`src/rtl/sn74151_demux_deser_if.sv`:
```
// Pin bundle for the sn74151 demux/deserializer part model (pins 3..20).
// The driving side uses master, and the chip model uses slave.
interface sn74151_demux_deser_if;
  logic p3;   // E_BAR
  logic p4;   // D
  logic p5;   // MODE
  logic p6;   // S0
  logic p7;   // S1
  logic p8;   // S2
  logic p9;   // FRAME_BAR
  logic p10;  // GND
  logic p11, p12, p13, p14, p15, p16, p17, p18;  // Q0..Q7
  logic p19;  // RDY
  logic p20;  // VCC

  modport master (
    output p3, p4, p5, p6, p7, p8, p9, p10, p20,
    input  p11, p12, p13, p14, p15, p16, p17, p18, p19
  );

  modport slave (
    input  p3, p4, p5, p6, p7, p8, p9, p10, p20,
    output p11, p12, p13, p14, p15, p16, p17, p18, p19
  );
endinterface

```
`src/rtl/sn74151_demux_deser.sv`:
```
// Receiving end of an sn74151-driven serial link. Bits are steered to eight latches,
// either by an external address or by a framed auto-incrementing count with a staged byte.
module sn74151_demux_deser #(
  parameter bit MSB_FIRST = 1'b0
) (
  input logic p1,  // CLK
  input logic p2,  // RST
  sn74151_demux_deser_if.slave bus
);

  typedef enum logic {IDLE, RECV} state_t;

  state_t      state;
  logic [7:0]  q;
  logic [7:0]  stage;
  logic [7:0]  word;
  logic [2:0]  cnt;
  logic [2:0]  addr;
  logic        rdy;
  logic        active;

  assign active = bus.p20 & ~bus.p10 & ~bus.p3;
  assign addr   = {bus.p8, bus.p7, bus.p6};

  function automatic logic [2:0] pos(input logic [2:0] c);
    return MSB_FIRST ? (3'd7 - c) : c;
  endfunction

  // Staged byte with the current bit merged in; becomes Q on the eighth bit.
  always_comb begin
    word = stage;
    word[pos(cnt)] = bus.p4;
  end

  always_ff @(posedge p1 or posedge p2) begin
    if (p2) begin
      q     <= 8'h00;
      stage <= 8'h00;
      cnt   <= 3'd0;
      rdy   <= 1'b0;
      state <= IDLE;
    end else begin
      rdy <= 1'b0;
      if (active) begin
        if (!bus.p5) begin
          q[addr] <= bus.p4;
          rdy     <= (addr == 3'd7);
          cnt     <= 3'd0;
          state   <= IDLE;
        end else if (!bus.p9) begin
          // Start or restart of a frame: the partial byte is simply overwritten.
          stage[pos(3'd0)] <= bus.p4;
          cnt              <= 3'd1;
          state            <= RECV;
        end else if (state == RECV) begin
          if (cnt == 3'd7) begin
            q     <= word;
            rdy   <= 1'b1;
            cnt   <= 3'd0;
            state <= IDLE;
          end else begin
            stage <= word;
            cnt   <= cnt + 3'd1;
          end
        end
      end
    end
  end

  assign bus.p11 = q[0];
  assign bus.p12 = q[1];
  assign bus.p13 = q[2];
  assign bus.p14 = q[3];
  assign bus.p15 = q[4];
  assign bus.p16 = q[5];
  assign bus.p17 = q[6];
  assign bus.p18 = q[7];
  assign bus.p19 = rdy;

endmodule

```
`src/flat_wrapper.sv`:
```
// flat-port wrapper written by rule: the top's interface ports become plain ports
module sn74151_demux_deser_flat 
#(
  parameter bit MSB_FIRST = 1'b0
)
  (p1, p2, bus_p3, bus_p4, bus_p5, bus_p6, bus_p7, bus_p8, bus_p9, bus_p10, bus_p20, bus_p11, bus_p12, bus_p13, bus_p14, bus_p15, bus_p16, bus_p17, bus_p18, bus_p19);
  sn74151_demux_deser_if bus_i ();
  input logic p1;
  input logic p2;
  input wire logic [$bits(bus_i.p3)-1:0] bus_p3;
  input wire logic [$bits(bus_i.p4)-1:0] bus_p4;
  input wire logic [$bits(bus_i.p5)-1:0] bus_p5;
  input wire logic [$bits(bus_i.p6)-1:0] bus_p6;
  input wire logic [$bits(bus_i.p7)-1:0] bus_p7;
  input wire logic [$bits(bus_i.p8)-1:0] bus_p8;
  input wire logic [$bits(bus_i.p9)-1:0] bus_p9;
  input wire logic [$bits(bus_i.p10)-1:0] bus_p10;
  input wire logic [$bits(bus_i.p20)-1:0] bus_p20;
  output wire logic [$bits(bus_i.p11)-1:0] bus_p11;
  output wire logic [$bits(bus_i.p12)-1:0] bus_p12;
  output wire logic [$bits(bus_i.p13)-1:0] bus_p13;
  output wire logic [$bits(bus_i.p14)-1:0] bus_p14;
  output wire logic [$bits(bus_i.p15)-1:0] bus_p15;
  output wire logic [$bits(bus_i.p16)-1:0] bus_p16;
  output wire logic [$bits(bus_i.p17)-1:0] bus_p17;
  output wire logic [$bits(bus_i.p18)-1:0] bus_p18;
  output wire logic [$bits(bus_i.p19)-1:0] bus_p19;
  assign bus_i.p3 = bus_p3;
  assign bus_i.p4 = bus_p4;
  assign bus_i.p5 = bus_p5;
  assign bus_i.p6 = bus_p6;
  assign bus_i.p7 = bus_p7;
  assign bus_i.p8 = bus_p8;
  assign bus_i.p9 = bus_p9;
  assign bus_i.p10 = bus_p10;
  assign bus_i.p20 = bus_p20;
  assign bus_p11 = bus_i.p11;
  assign bus_p12 = bus_i.p12;
  assign bus_p13 = bus_i.p13;
  assign bus_p14 = bus_i.p14;
  assign bus_p15 = bus_i.p15;
  assign bus_p16 = bus_i.p16;
  assign bus_p17 = bus_i.p17;
  assign bus_p18 = bus_i.p18;
  assign bus_p19 = bus_i.p19;
  sn74151_demux_deser #(.MSB_FIRST(MSB_FIRST)) u_core (.p1(p1), .p2(p2), .bus(bus_i));
endmodule
```
`config.mk`:
```
export PLATFORM = sky130hd
export DESIGN_NAME = sn74151_demux_deser_flat
export DESIGN_NICKNAME = d
export VERILOG_FILES = /design/src/rtl/sn74151_demux_deser_if.sv /design/src/rtl/sn74151_demux_deser.sv /design/src/flat_wrapper.sv
export SDC_FILE = /design/constraint.sdc
export NUM_CORES = 1
export LEC_CHECK = 0
export CAP_MARGIN = 20
export CORE_MARGIN = 1.5
export CORE_UTILIZATION = 50
export DETAILED_ROUTE_END_ITERATION = 7
export DONT_BUFFER_PORTS = 1
export HOLD_SLACK_MARGIN = 0.05
export PLACE_DENSITY = 0.73
export SYNTH_ARGS = -nofsm -noshare
export SYNTH_HDL_FRONTEND = slang
export SYNTH_SLANG_ARGS = --single-unit
```
`constraint.sdc`:
```
create_clock -name p1 -period 3 [get_ports p1]
set_clock_uncertainty 0.2 [all_clocks]
set_input_delay 0.45 -clock p1 [delete_from_list [all_inputs] [get_ports p1]]
set_output_delay 0.45 -clock p1 [all_outputs]
set_load 0.01 [all_outputs]
```
# --- Word level (Yosys, flattened, before mapping) ---
# Index checks and enable logic that the tools add are counted.
totals:
  output_inout_bits: 9
  register_bits: 21
  wordCells: 56
op_classes:
  n_lt_le_gt_ge: 4
  bitwise: 5
  mux: 26
  n_eq_ne: 8
  addsub: 1
  n_reduce_logical: 6
op_table:
  columns: ["cell", "count"]
  rows:
  - ["$mux 8", 4]
  - ["$bwmux 8", 2]
  - ["$mux 1", 14]
  - ["$mux 3", 4]
  - ["$lt 3x4->1 const B", 2]
  - ["$ne 2x1->1 const B", 4]
  - ["$reduce_and 4->1", 2]
  - ["$demux 1 s3", 2]
  - ["$eq 3x3->1 const B", 2]
  - ["$ge 3x1->1 const B", 2]
  - ["$reduce_and 5->1", 1]
  - ["$add 3x1->3 const B", 1]
  - ["$ne 3x2->1 const B", 1]
  - ["$not 1->1", 3]
  - ["$and 1x1->1", 2]
  - ["$logic_and 1x1->1", 2]
  - ["$ne 2x2->1 const B", 1]
  - ["$reduce_and 2->1", 1]

# --- Depth between registers and ports, before layout ---
# Gate-level depths: netlist of run 1.
depth:
  ltp_word: 9
  mapped_depth: 6
  mapped_depth_nobuf: 5

# --- Worst setup path before layout of run 1 ---
# OpenSTA, ideal clock, no wires.
synth_path:
  kind: "register -> register"
  from: "register u_core.cnt[0]"
  to: "register u_core.stage[2]"
  t_required_ns: 2.673
  setup_ns: 0.127
  t_arrival_ns: 1.856
  slack_ns: 0.816
  stages_incl_launch_ff: 6
  path_buffers: 0
  period_less_slack_ns: 2.184
  cell_sequence: "dfrtp_1 > ha_1 > ha_1 > and4bb_1 > or4b_1 > mux2_1"
synth_between:
  elab_chain_len: 5
synth_lines:
  columns: ["element", "line", "text"]
  rows:
  - ["start: declaration", "sn74151_demux_deser.sv:17", "logic [2:0] cnt;"]
  - ["start signal: assignment", "sn74151_demux_deser.sv:63", "cnt <= cnt + 3'd1;"]
  - ["$lt 3x4->1 (not written as such) or $ge 3x1->1 (tied branches)", "sn74151_demux_deser.sv:32", "word[pos(cnt)] = bus.p4;"]
  - ["$logic_and 1x1->1 (not written as such)", "sn74151_demux_deser.sv:32", null]
  - ["$mux 1 (not written as such)", "sn74151_demux_deser.sv:32", null]
  - ["$demux 1 s3", null, null]
  - ["$bwmux 8", "sn74151_demux_deser.sv:32", null]
  - ["end signal: indexed assignment", "sn74151_demux_deser.sv:52", "stage[pos(3'd0)] <= bus.p4;"]
  - ["end signal: assignment", "sn74151_demux_deser.sv:62", "stage <= word;"]
  - ["end: declaration", "sn74151_demux_deser.sv:15", "logic [7:0] stage;"]
# Several ways; a longest one is shown, not always the timed one.
# A chain may end at the register's enable or synchronous reset.

# --- Worst setup path after layout of run 1 ---
layout_path:
  from: "register u_core.cnt[2]"
  to: "register u_core.stage[2]"
# The elaborated chain is that of the path after synthesis.

==> metrics, run 1 <==
Die W 55.9 um; Routability Congestion 0.774; final hold violation count 0; Ys Warns 0; R2R depth 4; share of cells above drive strength 1 12.9%; Crit path required time 3.01 ns; fin crit share approximately 77%; DR iter-0 viols between 40 and 50; Layout Nets 139; layout overhead on the synthesized area 2.77%; unrepaired setup endpoints after global routing false; Worst-Margin Slew 0.806 ns; DP HPWL 2.03 mm; DIE AREA 3130 um2; Tmin final 2.32 ns; Slew HR 46.2%; largest net degree at the start of global routing 24; Peak VDD IR 0.294 mV; Synth Flop Type dfrtp_1; Leakage 0.611 nW; Num CTS Buffers 3; CTS tree built; Max Freq 431 MHz; Crit Path Max Fanout 21; first-pass GRT wire length slightly below 5 mm; core area 2710 um2; critical path startpoint category flip-flop; sequential fraction of the synthesis area 37.5%; n_diodes 0; Synth Register Bits 21; Avg WL per Cell 18.8 um; Ports 20; Setup-failing EPs final 0; Vias per Instance 6.81; Post-Syn Area per Cell 10.9 um2; Syn Std Cell Area 1400 um2; Setup CP Type reg -> reg; DRT Pass-1 Iters 4; DR vias 1056; fillers 248; worst skew pair latency 0.31 ns; post-CTS setup buffer count 0; starting density of the core 51.7%; Crit. End Element flip-flop; GR Overflow Total 0; DRC 0; register area 526 um2; DRT antenna net count 0; crit path DAT 2.33 ns; final WL 2.92 mm; Die Span Y 55.9 um; CTS hold repair buffers 1; Hold WC Path Type in -> reg; port buffer count 0; Non-Filler Instances about 160; pwr dens 400 nW/um2; Max Cap Viol 0; antenna violations before repair 0; H-tree Lvls 1; clk sinks 21; post-synthesis async set-or-reset flop share 100%; most frequent cells in the layout dfrtp_1, mux2_1, mux2_2; count of different cell masters after synthesis 38; commonest non-fill, non-tap cell in the layout dfrtp_1; Multi-input gate area 806 um2; Post-Syn Nets 142; worst hold path stage count 1; post-CTS sizing 0; CTS Root Cell clkbuf_4; vias in the first global route about 1000; Post-synth EDFFs 0; aggregate negative setup slack 0 ns; clock slew at reported path FFs 0.12 ns; GRT Util Overall 20.2%; placed insts 150; Syn Inst Count 128; # rows 19; clk buf depth 2; Max Transition Viols Final 0; status completed
Yosys cell counts, types with 2 or more instances:
master    instances  area share, %
dfrtp_1          21             37
nor4_1            3            1.3
o21ai_1           6            2.1
mux2_1            8            6.4
nand2_1           2           0.54
nand4_1           2           0.89
ha_1              3            2.7
clkbuf_1          7            1.9
a311o_1           7            5.0
nor3b_1           2            1.1
and4_1            3            1.9
and4b_1           4            2.9
mux2_2            8            6.4
a22o_1            3            1.9
nand3b_1          4            2.1
nor4b_1           3            1.9
o21ai_0           4            1.4
nor2b_1           4            1.8
nor3_1            2           0.71
buf_2             2           0.71
o31ai_1           2            1.1
inv_1             5            1.3
nor4bb_1          6            4.3
or3b_1            3            1.9
state kept, by name (all words and copies together), names as in the netlist:
name and cells:
u_core.q 8, u_core.stage 8, u_core.cnt 3, u_core.bus.p19 1, u_core.state 1
stage by stage:
stage / setup WS (ns) / total power [W] / hold slack [ns] / util (%) / cell area, um2
final: 0.680 / 0.000576 / 0.0660 / 53.1 / 1440
after floorplan: 0.816 / 0.000418 / 0.227 / - / 1400
after CTS: 0.699 / 0.000580 / 0.0593 / 53.1 / 1440
after global placement: 0.782 / 0.000434 / 0.275 / 51.8 / 1400
after detailed placement: 0.713 / 0.000440 / 0.286 / 51.8 / 1400
after global routing: 0.526 / 0.000602 / 0.0603 / 53.1 / 1440
cell families after synthesis:
group / after synthesis / share of synthesized area, %
buffers and inverters: 16 / 5.00
DFF: 21 / 37.5
and+or+nand+nor: 46 / 28.1
adders and majority gates: 3 / 2.68
AOI/OAI and AO/OA: 25 / 13.1
muxes: 17 / 13.6
where the power goes:
group | internal, W | switching (W) | total, W
Sequential | 0.000303 | 0.0000235 | 0.000326
Combinational | 0.0000542 | 0.0000561 | 0.000110
Clock | 0.0000520 | 0.0000876 | 0.000140
worst max-delay path, cell delays in order, from the launching register on:
cell and delay [ns]:
dfrtp_1 0.60, ha_1 0.34, and4bb_1 0.29, or4b_1 0.45
mux2_1 0.33
metal layers:
metal / up-vias / track usage (%) / part of all wire [%] / wire length, um
li1: 498 / - / - / -
met1: 510 / 26.1 / 44 / 1290
met2: 43 / 32.5 / 48 / 1390
met3: 5 / 3.72 / 6.2 / 181
met4: 0 / 10.5 / 2.0 / 59
met5: - / 0 / 0 / 0
cell type report:
| class | instances | share of cell area [%] |
|---|---|---|
| repair buffers | 3 | 1.74 |
| flip-flops and latches | 21 | 36.5 |
| multi-input cells | 91 | 56.0 |
| well taps | 31 | 2.69 |
| inverters | 5 | 1.30 |
| clock buffers | 4 | 1.82 |
worst paths after layout:
check                                start         endpoint  slack (ns)
max in group asynchronous               p2  u_core.stage[7]        1.58
max                          u_core.cnt[2]  u_core.stage[2]        0.68
max reg2reg                  u_core.cnt[2]  u_core.stage[2]        0.68
min in group asynchronous               p2      u_core.q[6]        0.51
min                                 bus_p4  u_core.stage[1]        0.07
min reg2reg                u_core.stage[1]  u_core.stage[1]        0.31
Note: power is estimated with default switching activity, not from simulation.
==> run 2: changes to the inputs <==
Settings changed: PLACE_DENSITY 0.73 to 0.76.
Clock period 3 ns to 1.9 ns, I/O delays scaled along.
==> metrics, run 2 (synthesis results as in run 1) <==
Peak VDD IR about 0.47 mV; Max Cap Viol 0; DRC 0; unrepaired setup endpoints after global routing true; R2R depth 5; largest net degree at the start of global routing 24; pwr dens roughly 570 nW/um2; Power, Total 0.000975 W; core area 2710 um2; DR vias 1147; Leakage roughly 0.75 nW; crit path DAT 2.10 ns; Num CTS Buffers 3; DRT antenna net count 0; CTS Root Cell clkbuf_4; Die Span Y 55.9 um; Layout Nets 155; Top Registers u_core.q x8, u_core.stage x8, u_core.cnt x3; n_diodes 0; Tmin final 2.09 ns; aggregate negative setup slack -1.44 ns; Hold WC Path Type in -> reg; setup ws final -0.192 ns; port buffer count 0; GRT Util Overall 21.8%; placed insts 157; Max Freq around 480 MHz; GR Overflow Total 0; starting density of the core 51.7%; Crit Path Max Fanout 3; CTS tree built; Die W around 56 um; Max Transition Viols Final 0; most frequent cells in the layout dfrtp_1, buf_4, mux2_4; DRT Pass-1 Iters 4; worst hold path stage count 3; FF-to-FF End u_core.stage[2]; vias in the first global route ~1100; # rows 19; hold worst-path end u_core.stage[0]; Routability Congestion 0.805; commonest non-fill, non-tap cell in the layout dfrtp_1; worst skew pair latency around 0.31 ns; DP HPWL 2.12 mm; Vias per Instance 6.71; Worst-Margin Slew between 0.5 and 0.6 ns; fin crit share 110%; clock slew at reported path FFs 0.13 ns; final hold violation count 0; Crit path required time 1.91 ns; clk buf depth 2; critical path startpoint category flip-flop; DIE AREA 3130 um2; antenna violations before repair 0; Avg WL per Cell between 20 and 25 um; Crit. End Element flip-flop; share of cells above drive strength 1 35.7%; layout overhead on the synthesized area 23.0%; Ports 20; failing checks setup timing; H-tree Lvls 1; final WL 3.67 mm; hold_sp bus_p9; Slew HR between 60% and 70%; worst r2r src u_core.cnt[0]; status complete, but fails checks; Reg2Reg Setup Slack -0.19 ns; Setup CP Type reg -> reg; Place WS -0.216 ns; DR iter-0 viols 29; Non-Filler Instances 171; first-pass GRT wire length 5.27 mm; clk sinks 21; Setup-failing EPs final 13
==> run 2: cell types whose count changed in the layout (fill, tap and decap cells not counted), sizes merged <==
cell and change:
buf +14, dlygate4sd3 +2, clkbuf -1, clkinv +1
==> run 2: cell type report <==
cell class                 instances  area, um2
tap                               31       38.8
inverter                           5       18.8
timing repair buffer              19        154
fill                             220        986
multi-input combinational         91        960
clock inverter                     1       5.00
clock buffer                       3       22.5
sequential                        21        526
==> run 2: how the worst max path moves through the flow <==
stage,start,endpoint,slack (ns),depth (start not counted)
2_1_floorplan,u_core.cnt[0],u_core.stage[2],-0.20,5
3_3_place_gp,u_core.cnt[1],u_core.stage[2],-0.17,5
3_5_place_dp,u_core.cnt[1],u_core.stage[2],-0.22,5
4_1_cts,u_core.cnt[0],u_core.stage[2],-0.17,5
5_1_grt,u_core.cnt[0],u_core.stage[2],-0.21,5
6_report,u_core.cnt[0],u_core.stage[2],-0.19,5
==> run 2: what timing repair did <==
item	in CTS	in global routing
setup buffers	4	4
hold buffers	3	0
endpoints found under the setup margin	12	14
hold endpoints to repair	31	0
gates cloned	0	0
pin swaps	5	6
resized for setup	16	15
==> run 2: per-layer routing <==
| metal | up-vias | track usage [%] | wire length (um) |
|---|---|---|---|
| met2 | 40 | 36.4 | 1860 |
| met3 | 4 | 5.35 | 173 |
| met5 | - | 0 | 0 |
| met4 | 0 | 6.46 | 27 |
| li1 | 528 | - | - |
| met1 | 575 | 28.3 | 1600 |
==> run 2: through the flow <==
step | cell area [um2] | hold WS (ns) | util, %
2_1_floorplan | 1430 | 0.0615 | -
3_3_place_gp | 1480 | 0.0195 | 54.7
3_5_place_dp | 1480 | 0.0260 | 54.7
4_1_cts | 1620 | 0.0545 | 59.7
5_1_grt | 1720 | 0.0532 | 63.6
6_report | 1720 | 0.0566 | 63.6
==> run 2: worst max-delay path, stage by stage, from the launching register on <==
cell      delay (ns)
dfrtp_1         0.44
ha_4            0.19
ha_4            0.15
and4bb_1        0.25
or4b_4          0.47
mux2_4          0.30
==> run 2: where the power goes <==
part	switching, W	internal, W
Sequential	0.0000364	0.000478
Combinational	0.000121	0.000116
Clock	0.000146	0.0000785
Total	0.000303	0.000673
